<file path="src/rtl/hub75_scan_scheduler.sv">
// hub75_scan_scheduler
//
// Drives one 64x32 HUB75 panel from the read side of a double-buffered
// frame memory. Row pairs form the outer loop and the 4 BCM bit planes form
// the inner loop. For each (row, plane) the block prefetches column 0,
// shifts 64 pixel pairs out on hub75_clk, latches the row, and then holds
// OE low for BASE_OE_CYCLES << plane cycles. At the frame boundary it acks
// a pending buffer swap from the SPI writer, so a frame is never torn.
//
// Optional feature macro: HUB75_GHOST_GUARD_EN
//   Defined   : a 1-cycle GUARD state (OE still high) follows LATCH, so the
//               row address settles before the LEDs light.
//   Undefined : LATCH goes straight to DISPLAY.
//
// Ports
//   clk          in   system clock, rising edge
//   n_reset      in   asynchronous active-low reset
//   enable       in   run scanning; sampled only at frame boundaries
//   mem_addr     out  {row_pair, column} read address
//   mem_data     in   read data one cycle after mem_addr; [23:12] top pixel,
//                     [11:0] bottom pixel, each {r[3:0], g[3:0], b[3:0]}
//   swap_req     in   writer has a new frame; held until swap_ack
//   swap_ack     out  one-cycle pulse; read_buffer flips in the same cycle
//   read_buffer  out  buffer currently read
//   hub75_red/green/blue  out  bit 0 top half, bit 1 bottom half
//   hub75_addr   out  row-pair address shown to the panel
//   hub75_clk    out  shift clock
//   hub75_latch  out  latch strobe
//   hub75_oe     out  output enable, active-low
module hub75_scan_scheduler #(
  parameter int COLUMNS        = 64,
  parameter int ADDR_BITS      = 4,
  parameter int PLANES         = 4,
  parameter int BASE_OE_CYCLES = 8
) (
  input  logic                                 clk,
  input  logic                                 n_reset,
  input  logic                                 enable,
  output logic [ADDR_BITS+$clog2(COLUMNS)-1:0] mem_addr,
  input  logic [6*PLANES-1:0]                  mem_data,
  input  logic                                 swap_req,
  output logic                                 swap_ack,
  output logic                                 read_buffer,
  output logic [1:0]                           hub75_red,
  output logic [1:0]                           hub75_green,
  output logic [1:0]                           hub75_blue,
  output logic [ADDR_BITS-1:0]                 hub75_addr,
  output logic                                 hub75_clk,
  output logic                                 hub75_latch,
  output logic                                 hub75_oe
);

  localparam int COL_BITS   = $clog2(COLUMNS);
  localparam int PLANE_BITS = $clog2(PLANES);

  typedef enum logic [2:0] {
    IDLE,
    PREFETCH,
    SHIFT,
    LATCH,
    GUARD,
    DISPLAY
  } state_t;

  state_t                state_reg, state_next;
  logic [ADDR_BITS-1:0]  row_reg, row_next;
  logic [PLANE_BITS-1:0] plane_reg, plane_next;
  logic [COL_BITS-1:0]   col_reg, col_next;
  logic                  phase_reg, phase_next;
  logic [9:0]            oe_cnt_reg, oe_cnt_next;
  logic [ADDR_BITS-1:0]  addr_reg, addr_next;
  logic [1:0]            red_reg, red_next;
  logic [1:0]            green_reg, green_next;
  logic [1:0]            blue_reg, blue_next;
  logic                  swap_ack_reg, swap_ack_next;
  logic                  read_buffer_reg, read_buffer_next;

  // Per-channel nibbles of the pixel pair currently on mem_data.
  logic [PLANES-1:0] top_r, top_g, top_b, bot_r, bot_g, bot_b;
  assign top_r = mem_data[6*PLANES-1 -: PLANES];
  assign top_g = mem_data[5*PLANES-1 -: PLANES];
  assign top_b = mem_data[4*PLANES-1 -: PLANES];
  assign bot_r = mem_data[3*PLANES-1 -: PLANES];
  assign bot_g = mem_data[2*PLANES-1 -: PLANES];
  assign bot_b = mem_data[PLANES-1 -: PLANES];

  logic [1:0] shift_red, shift_green, shift_blue;
  assign shift_red   = {bot_r[plane_reg], top_r[plane_reg]};
  assign shift_green = {bot_g[plane_reg], top_g[plane_reg]};
  assign shift_blue  = {bot_b[plane_reg], top_b[plane_reg]};

  logic [COL_BITS-1:0] col_inc;
  logic [9:0]          oe_len;
  logic                last_display;
  logic                frame_last;
  logic                swap_pending;

  assign col_inc      = col_reg + COL_BITS'(1);
  assign oe_len       = 10'(BASE_OE_CYCLES) << plane_reg;
  assign last_display = (state_reg == DISPLAY) && (oe_cnt_reg == 10'd0);
  assign frame_last   = last_display && (plane_reg == PLANE_BITS'(PLANES-1)) && (row_reg == '1);
  // A request already acked this cycle is not a new one: the writer still
  // holds swap_req high during the ack cycle.
  assign swap_pending = swap_req && !swap_ack_reg;

  always_comb begin
    state_next       = state_reg;
    row_next         = row_reg;
    plane_next       = plane_reg;
    col_next         = col_reg;
    phase_next       = phase_reg;
    oe_cnt_next      = oe_cnt_reg;
    addr_next        = addr_reg;
    red_next         = red_reg;
    green_next       = green_reg;
    blue_next        = blue_reg;
    swap_ack_next    = 1'b0;
    read_buffer_next = read_buffer_reg;

    // Swaps are only honoured between frames: while idle, or on the last
    // DISPLAY cycle of row 15 / plane 3.
    if ((state_reg == IDLE || frame_last) && swap_pending) begin
      swap_ack_next    = 1'b1;
      read_buffer_next = ~read_buffer_reg;
    end

    case (state_reg)
      IDLE: begin
        row_next   = '0;
        plane_next = '0;
        col_next   = '0;
        phase_next = 1'b0;
        // Hold off one cycle while an ack is due so PREFETCH reads the
        // new buffer.
        if (enable && !swap_pending) state_next = PREFETCH;
      end
      PREFETCH: begin
        col_next   = '0;
        phase_next = 1'b0;
        state_next = SHIFT;
      end
      SHIFT: begin
        if (!phase_reg) begin
          phase_next = 1'b1;
          red_next   = shift_red;
          green_next = shift_green;
          blue_next  = shift_blue;
        end else begin
          phase_next = 1'b0;
          col_next   = col_inc;
          if (col_reg == COL_BITS'(COLUMNS-1)) state_next = LATCH;
        end
      end
      LATCH: begin
        addr_next   = row_reg;
        oe_cnt_next = oe_len - 10'd1;
`ifdef HUB75_GHOST_GUARD_EN
        state_next  = GUARD;
`else
        state_next  = DISPLAY;
`endif
      end
      GUARD: begin
        state_next = DISPLAY;
      end
      DISPLAY: begin
        if (oe_cnt_reg != 10'd0) begin
          oe_cnt_next = oe_cnt_reg - 10'd1;
        end else begin
          if (plane_reg == PLANE_BITS'(PLANES-1)) begin
            plane_next = '0;
            row_next   = row_reg + ADDR_BITS'(1);
          end else begin
            plane_next = plane_reg + PLANE_BITS'(1);
          end
          // The swap-ack cycle is spent in IDLE; scanning resumes from
          // there in the following cycle if enable is still high.
          if (frame_last && (swap_pending || !enable)) state_next = IDLE;
          else                                         state_next = PREFETCH;
        end
      end
      default: begin
        state_next = IDLE;
      end
    endcase
  end

  always_ff @(posedge clk or negedge n_reset) begin
    if (!n_reset) begin
      state_reg       <= IDLE;
      row_reg         <= '0;
      plane_reg       <= '0;
      col_reg         <= '0;
      phase_reg       <= 1'b0;
      oe_cnt_reg      <= '0;
      addr_reg        <= '0;
      red_reg         <= '0;
      green_reg       <= '0;
      blue_reg        <= '0;
      swap_ack_reg    <= 1'b0;
      read_buffer_reg <= 1'b0;
    end else begin
      state_reg       <= state_next;
      row_reg         <= row_next;
      plane_reg       <= plane_next;
      col_reg         <= col_next;
      phase_reg       <= phase_next;
      oe_cnt_reg      <= oe_cnt_next;
      addr_reg        <= addr_next;
      red_reg         <= red_next;
      green_reg       <= green_next;
      blue_reg        <= blue_next;
      swap_ack_reg    <= swap_ack_next;
      read_buffer_reg <= read_buffer_next;
    end
  end

  // Outputs decode directly from state so an asynchronous reset drives
  // them to their idle values at once.
  always_comb begin
    mem_addr    = '0;
    hub75_red   = '0;
    hub75_green = '0;
    hub75_blue  = '0;
    hub75_addr  = '0;
    if (state_reg != IDLE) begin
      hub75_addr  = (state_reg == LATCH) ? row_reg : addr_reg;
      hub75_red   = red_reg;
      hub75_green = green_reg;
      hub75_blue  = blue_reg;
      if (state_reg == SHIFT) begin
        // Column c's data arrives while column c-1 is being clocked, so
        // the address runs one column ahead (63 wraps to 0, unused).
        mem_addr = {row_reg, col_inc};
        if (!phase_reg) begin
          hub75_red   = shift_red;
          hub75_green = shift_green;
          hub75_blue  = shift_blue;
        end
      end else begin
        mem_addr = {row_reg, {COL_BITS{1'b0}}};
      end
    end
  end

  assign hub75_clk   = (state_reg == SHIFT) && phase_reg;
  assign hub75_latch = (state_reg == LATCH);
  assign hub75_oe    = (state_reg != DISPLAY);
  assign swap_ack    = swap_ack_reg;
  assign read_buffer = read_buffer_reg;

endmodule

</file>
<file path="config.mk">
export PLATFORM = sky130hd
export DESIGN_NAME = hub75_scan_scheduler
export DESIGN_NICKNAME = d
export VERILOG_FILES = /design/src/rtl/hub75_scan_scheduler.sv
export SDC_FILE = /design/constraint.sdc
export NUM_CORES = 1
export LEC_CHECK = 0
export CAP_MARGIN = 20
export CORE_MARGIN = 2
export CORE_UTILIZATION = 50
export DETAILED_ROUTE_END_ITERATION = 16
export PLACE_DENSITY = 0.87
export RECOVER_POWER = 50
export SYNTH_ARGS = -nofsm -noshare
export SYNTH_HDL_FRONTEND = slang
export SYNTH_SLANG_ARGS = --single-unit
</file>
<file path="constraint.sdc">
create_clock -name clk -period 5.6 [get_ports clk]
set_clock_uncertainty 0.1 [all_clocks]
set_input_delay 1.68 -clock clk [delete_from_list [all_inputs] [get_ports clk]]
set_output_delay 1.68 -clock clk [all_outputs]
set_load 0.005 [all_outputs]
</file>
# Word level (Yosys, flattened, before mapping)

Cells that the tools add are included.

Order comparisons: 1
Reductions and logical operators: 27
Bitwise logic cells: 1
Equality and inequality tests: 15
Add/subtract/negate cells: 5
Multiplexer cells: 44
Shift operators: 1

Operator list:

| kind                                                                     | count |
|---|---|
| 2-bit two-way mux                                                        | 11 |
| 10-bit two-way mux                                                       | 2 |
| 10-bit case mux with 2 select lines                                      | 1 |
| 10-bit by 1-bit subtractor with 10-bit output (second input constant)    | 2 |
| 4-bit two-way mux                                                        | 4 |
| 3-bit case mux with 5 select lines                                       | 1 |
| 1-bit binary-select mux with 2-bit select                                | 6 |
| 3-bit two-way mux                                                        | 4 |
| 6-bit two-way mux                                                        | 2 |
| 6-bit case mux with 2 select lines                                       | 1 |
| 10-bit zero test                                                         | 1 |
| 10-bit nonzero test                                                      | 1 |
| 4-bit by 2-bit << shifter with 10-bit output (first input constant)      | 1 |
| 1-bit two-way mux                                                        | 9 |
| 1-bit logical AND                                                        | 8 |
| 4-bit case mux with 2 select lines                                       | 1 |
| 6-bit by 1-bit adder with 6-bit output (second input constant)           | 1 |
| 3-bit by 2-bit == test with 1-bit output (second input constant)         | 2 |
| 3-bit == test (second input constant)                                    | 2 |
| 6-bit == test (second input constant)                                    | 1 |
| 2-bit by 1-bit inequality test with 1-bit output (second input constant) | 3 |
| 2-bit inequality test (second input constant)                            | 3 |
| 2-bit AND reduction                                                      | 3 |
| 2-bit nonzero test                                                       | 3 |
| other kinds (17)                                                         | 21 |

Register bits: 38
Output and inout bits: 25
Input bits: 28
Word-level logic and storage cells: 106

# Logic depth before layout (Yosys ltp)

Word-level depth: 8
Gate-level depth with buffers: 11
Mapped depth without buffers: 8

# Least setup slack after synthesis

Ideal clock, no wire load.

Path kind: input port to output port
From: in mem_data[7]
To: out hub75_green[1]
Stages on the path: 3
Slack: 1.265 ns
Data arrival time: 2.555 ns
Buffers on the path: 0
Data required time: 3.820 ns
Cells stage by stage: mux4_2 mux2_1 nor2b_1

Cells in the longest elaborated chain, start to end: 5

RTL lines:

| item                                      | line | text |
|---|---|---|
| from (decl)                               | 40   | `input logic [6*PLANES-1:0] mem_data,` |
| 1-bit binary-select mux with 2-bit select | 89   | `assign shift_green = {bot_g[plane_reg], top_g[plane_reg]};` |
| 1-bit two-way mux (not written as such)   | 89   |  |
| 2-bit two-way mux                         | 235  | `if (!phase_reg) begin` |
| 2-bit two-way mux                         | 231  | `if (state_reg == SHIFT) begin` |
| 2-bit two-way mux                         | 226  | `if (state_reg != IDLE) begin` |
| to (decl)                                 | 45   | `output logic [1:0] hub75_green,` |

No other way between the ends. The select of a mux whose other input is x is not followed.

# Worst setup path after layout

From: in mem_data[5]
To: out hub75_green[1]

The elaborated chain is that of the path after synthesis.

==> flow_summary.ini <==
[run_status]
status = finished with violations
failed_checks = capacitance limit, slew limit

[setup_path]
start_kind = primary input
worstSetupPathType = primary input to output port
crit_arrival_ns = 3.48
end_kind = output port
worst-path-max-fanout = 2
crit_required_ns = 3.82

[timing]
rsz0062_at_grt = no
setup_tns_ns = 0
setup_violations = 0
period_share_pct = 94.0
final_hold_viol_count = 0
worst-slew-pin-transition_ns = 2.06
max_freq_ghz = 0.190
fin_crit_ns = 5.26
slew_headroom_pct = -37.7
slew_viol_final = 55
hold_slack_ns = 0.371

[min_path]
holdCritPathClass = flop to flop

[synthesis]
syn_inst = 249
synth_area_um2 = 2350
synth_warnings = 0
synth-async-reset-ratio_pct = 100
syn-num-nets = 284
synth-seq-cells = 38
synth_edf_count = 0
synth_area_per_cell_um2 = 9.45
ys_types = 48
ys.flop_type = dfrtp_1
yosysSeqAreaShare_pct = 40.4

[floorplan]
num_io_pins = 53
fp.coreArea_um2 = 4440
rows = 24
die_h_um = 72.6
initial_utilization_pct = 52.9
die_width_um = 72.6
die_area_um2 = 5270

[cts]
htreeDepth = 2
cts_max_path_buffers = 2
post-cts-setup-buffer-count = 0
cts_hold_buf = 0
numCtsBuffers = 5
clkSinkCount = 38
clkLatencyLatePin_ns = 0.30
cts_resized = 0
root_buffer = clkbuf_8
path_clk_slew_ns = 0.07
cts_tree = yes

[routing]
wl_um = 5520
routed_via_density = 5.93
wl_per_cell_um = 15.9
first_pass_iters = 4
antenna_left = 0
num_vias = 2062
drt-initial-drc-count = 170
route.detailed.drc = 0

[place]
numPortBuffers = 52
dp_hpwl_um = 3920
routabilityCongestion = 0.888

[global_route]
grt_first_pass_wirelength_um = 9540
grt-ovfl-total = 0
grt_pass1_vias = 2020
antenna_found_initial = 0
grtUsageTotal_pct = 23.0
grt_max_degree = 39

[finish]
area.growth.synth_to_final_pct = 24.9
fin_util_pct = 66.1
layout.nets = 331
drive_above_1_share_pct = 10.1
largest_reg_flops = 10
insertedDiodeCount = 0

[power]
power_density_nw_per_um2 = 362
p_leak_nw = 1.20
vdd_drop_max_mv = 0.240

[run]
cap_viol_max_count = 2
==> cells in the mapped netlist (all sizes together), types with 2 or more instances <==
master / instances / area [um2]
nor4: 5 / 46.3
or4: 3 / 33.8
xor2: 4 / 35.0
xnor2: 3 / 26.3
nand2b: 3 / 18.8
or3: 2 / 12.5
nor3: 9 / 50.1
inv: 4 / 15.0
a22o: 3 / 26.3
clkbuf: 11 / 41.3
ha: 7 / 87.6
nor2: 26 / 105
o21ai: 10 / 50.0
buf: 2 / 16.3
dfrtp: 38 / 951
nand2: 34 / 128
nand3: 5 / 25.0
mux4: 6 / 135
and3: 3 / 18.8
nand4: 3 / 18.8
o31a: 4 / 35.0
mux2: 13 / 146
nor2b: 14 / 87.6
o22ai: 2 / 12.5
a21oi: 19 / 95.1
==> stage by stage <==
step	std cells	instance area [um2]	total power, mW	setup WS, ns
final	348	2940	1.06	0.337
after global routing	348	2940	1.14	0.278
after CTS	348	2970	1.08	0.348
after detailed placement	341	2890	0.897	0.348
after global placement	341	2890	0.879	0.370
after floorplan	249	2350	0.723	1.27
==> kinds of logic (layout without fill, tap and decap cells) <==
group	Yosys count	after routing	share of synthesized area, %
and+or+nand+nor	111	111	24.4
AOI/OAI and AO/OA	49	49	13.4
DFF	38	38	40.4
muxes	20	20	12.4
buffers and inverters	17	64	3.09
adders and majority gates	7	7	3.72
xor gates and xnor gates	7	7	2.61
==> power breakdown <==
part           switching [mW]  total (mW)  internal, mW
logic                   0.208       0.440         0.233
clock network          0.0983       0.182        0.0836
registers              0.0973       0.442         0.345
total                   0.403        1.06         0.661
==> area by class of cell <==
class	instances	area, um2
sequential	38	951
clock inverter	2	10.0
clock buffer	5	68.8
tap	52	65.1
timing repair buffer	53	524
multi-input combinational	194	1310
inverter	4	15.0
fill	350	1510
==> cell usage in the layout, fill, tap and decap left out, types with 6 or more instances in the layout <==
cell	count
dfrtp_1	38
nor2_1	25
nor2b_1	14
ha_1	7
o21ai_0	9
a21oi_1	19
mux4_2	6
mux2_2	12
clkdlybuf4s50_1	51
nand2_1	34
nor3_1	9
==> critical path: stages <==
cell,delay [ns]
clkdlybuf4s50_1,0.41
mux4_2,0.45
mux2_1,0.32
nor2b_1,0.13
clkdlybuf4s50_1,0.51
==> layer usage <==
metal / global-route usage [%] / share of wire (%)
met3: 5.66 / 7.5
met4: 6.17 / 0.47
met1: 29.0 / 41
met2: 39.6 / 51
met5: 0 / 0
==> worst paths after layout <==
path	startpoint	to	slack, ns	cells past startpoint
hold / removal	read_buffer	read_buffer	0.37	1
setup reg to reg	state_reg[1]	oe_cnt_reg[6]	2.75	7
hold reg to reg	read_buffer	read_buffer	0.37	1
setup / recovery	mem_data[5]	hub75_green[1]	0.34	5
min in group asynchronous	n_reset	col_reg[3]	2.42	2
max in group asynchronous	n_reset	oe_cnt_reg[0]	1.79	2
No activity file was read; power rests on OpenSTA's default activity.
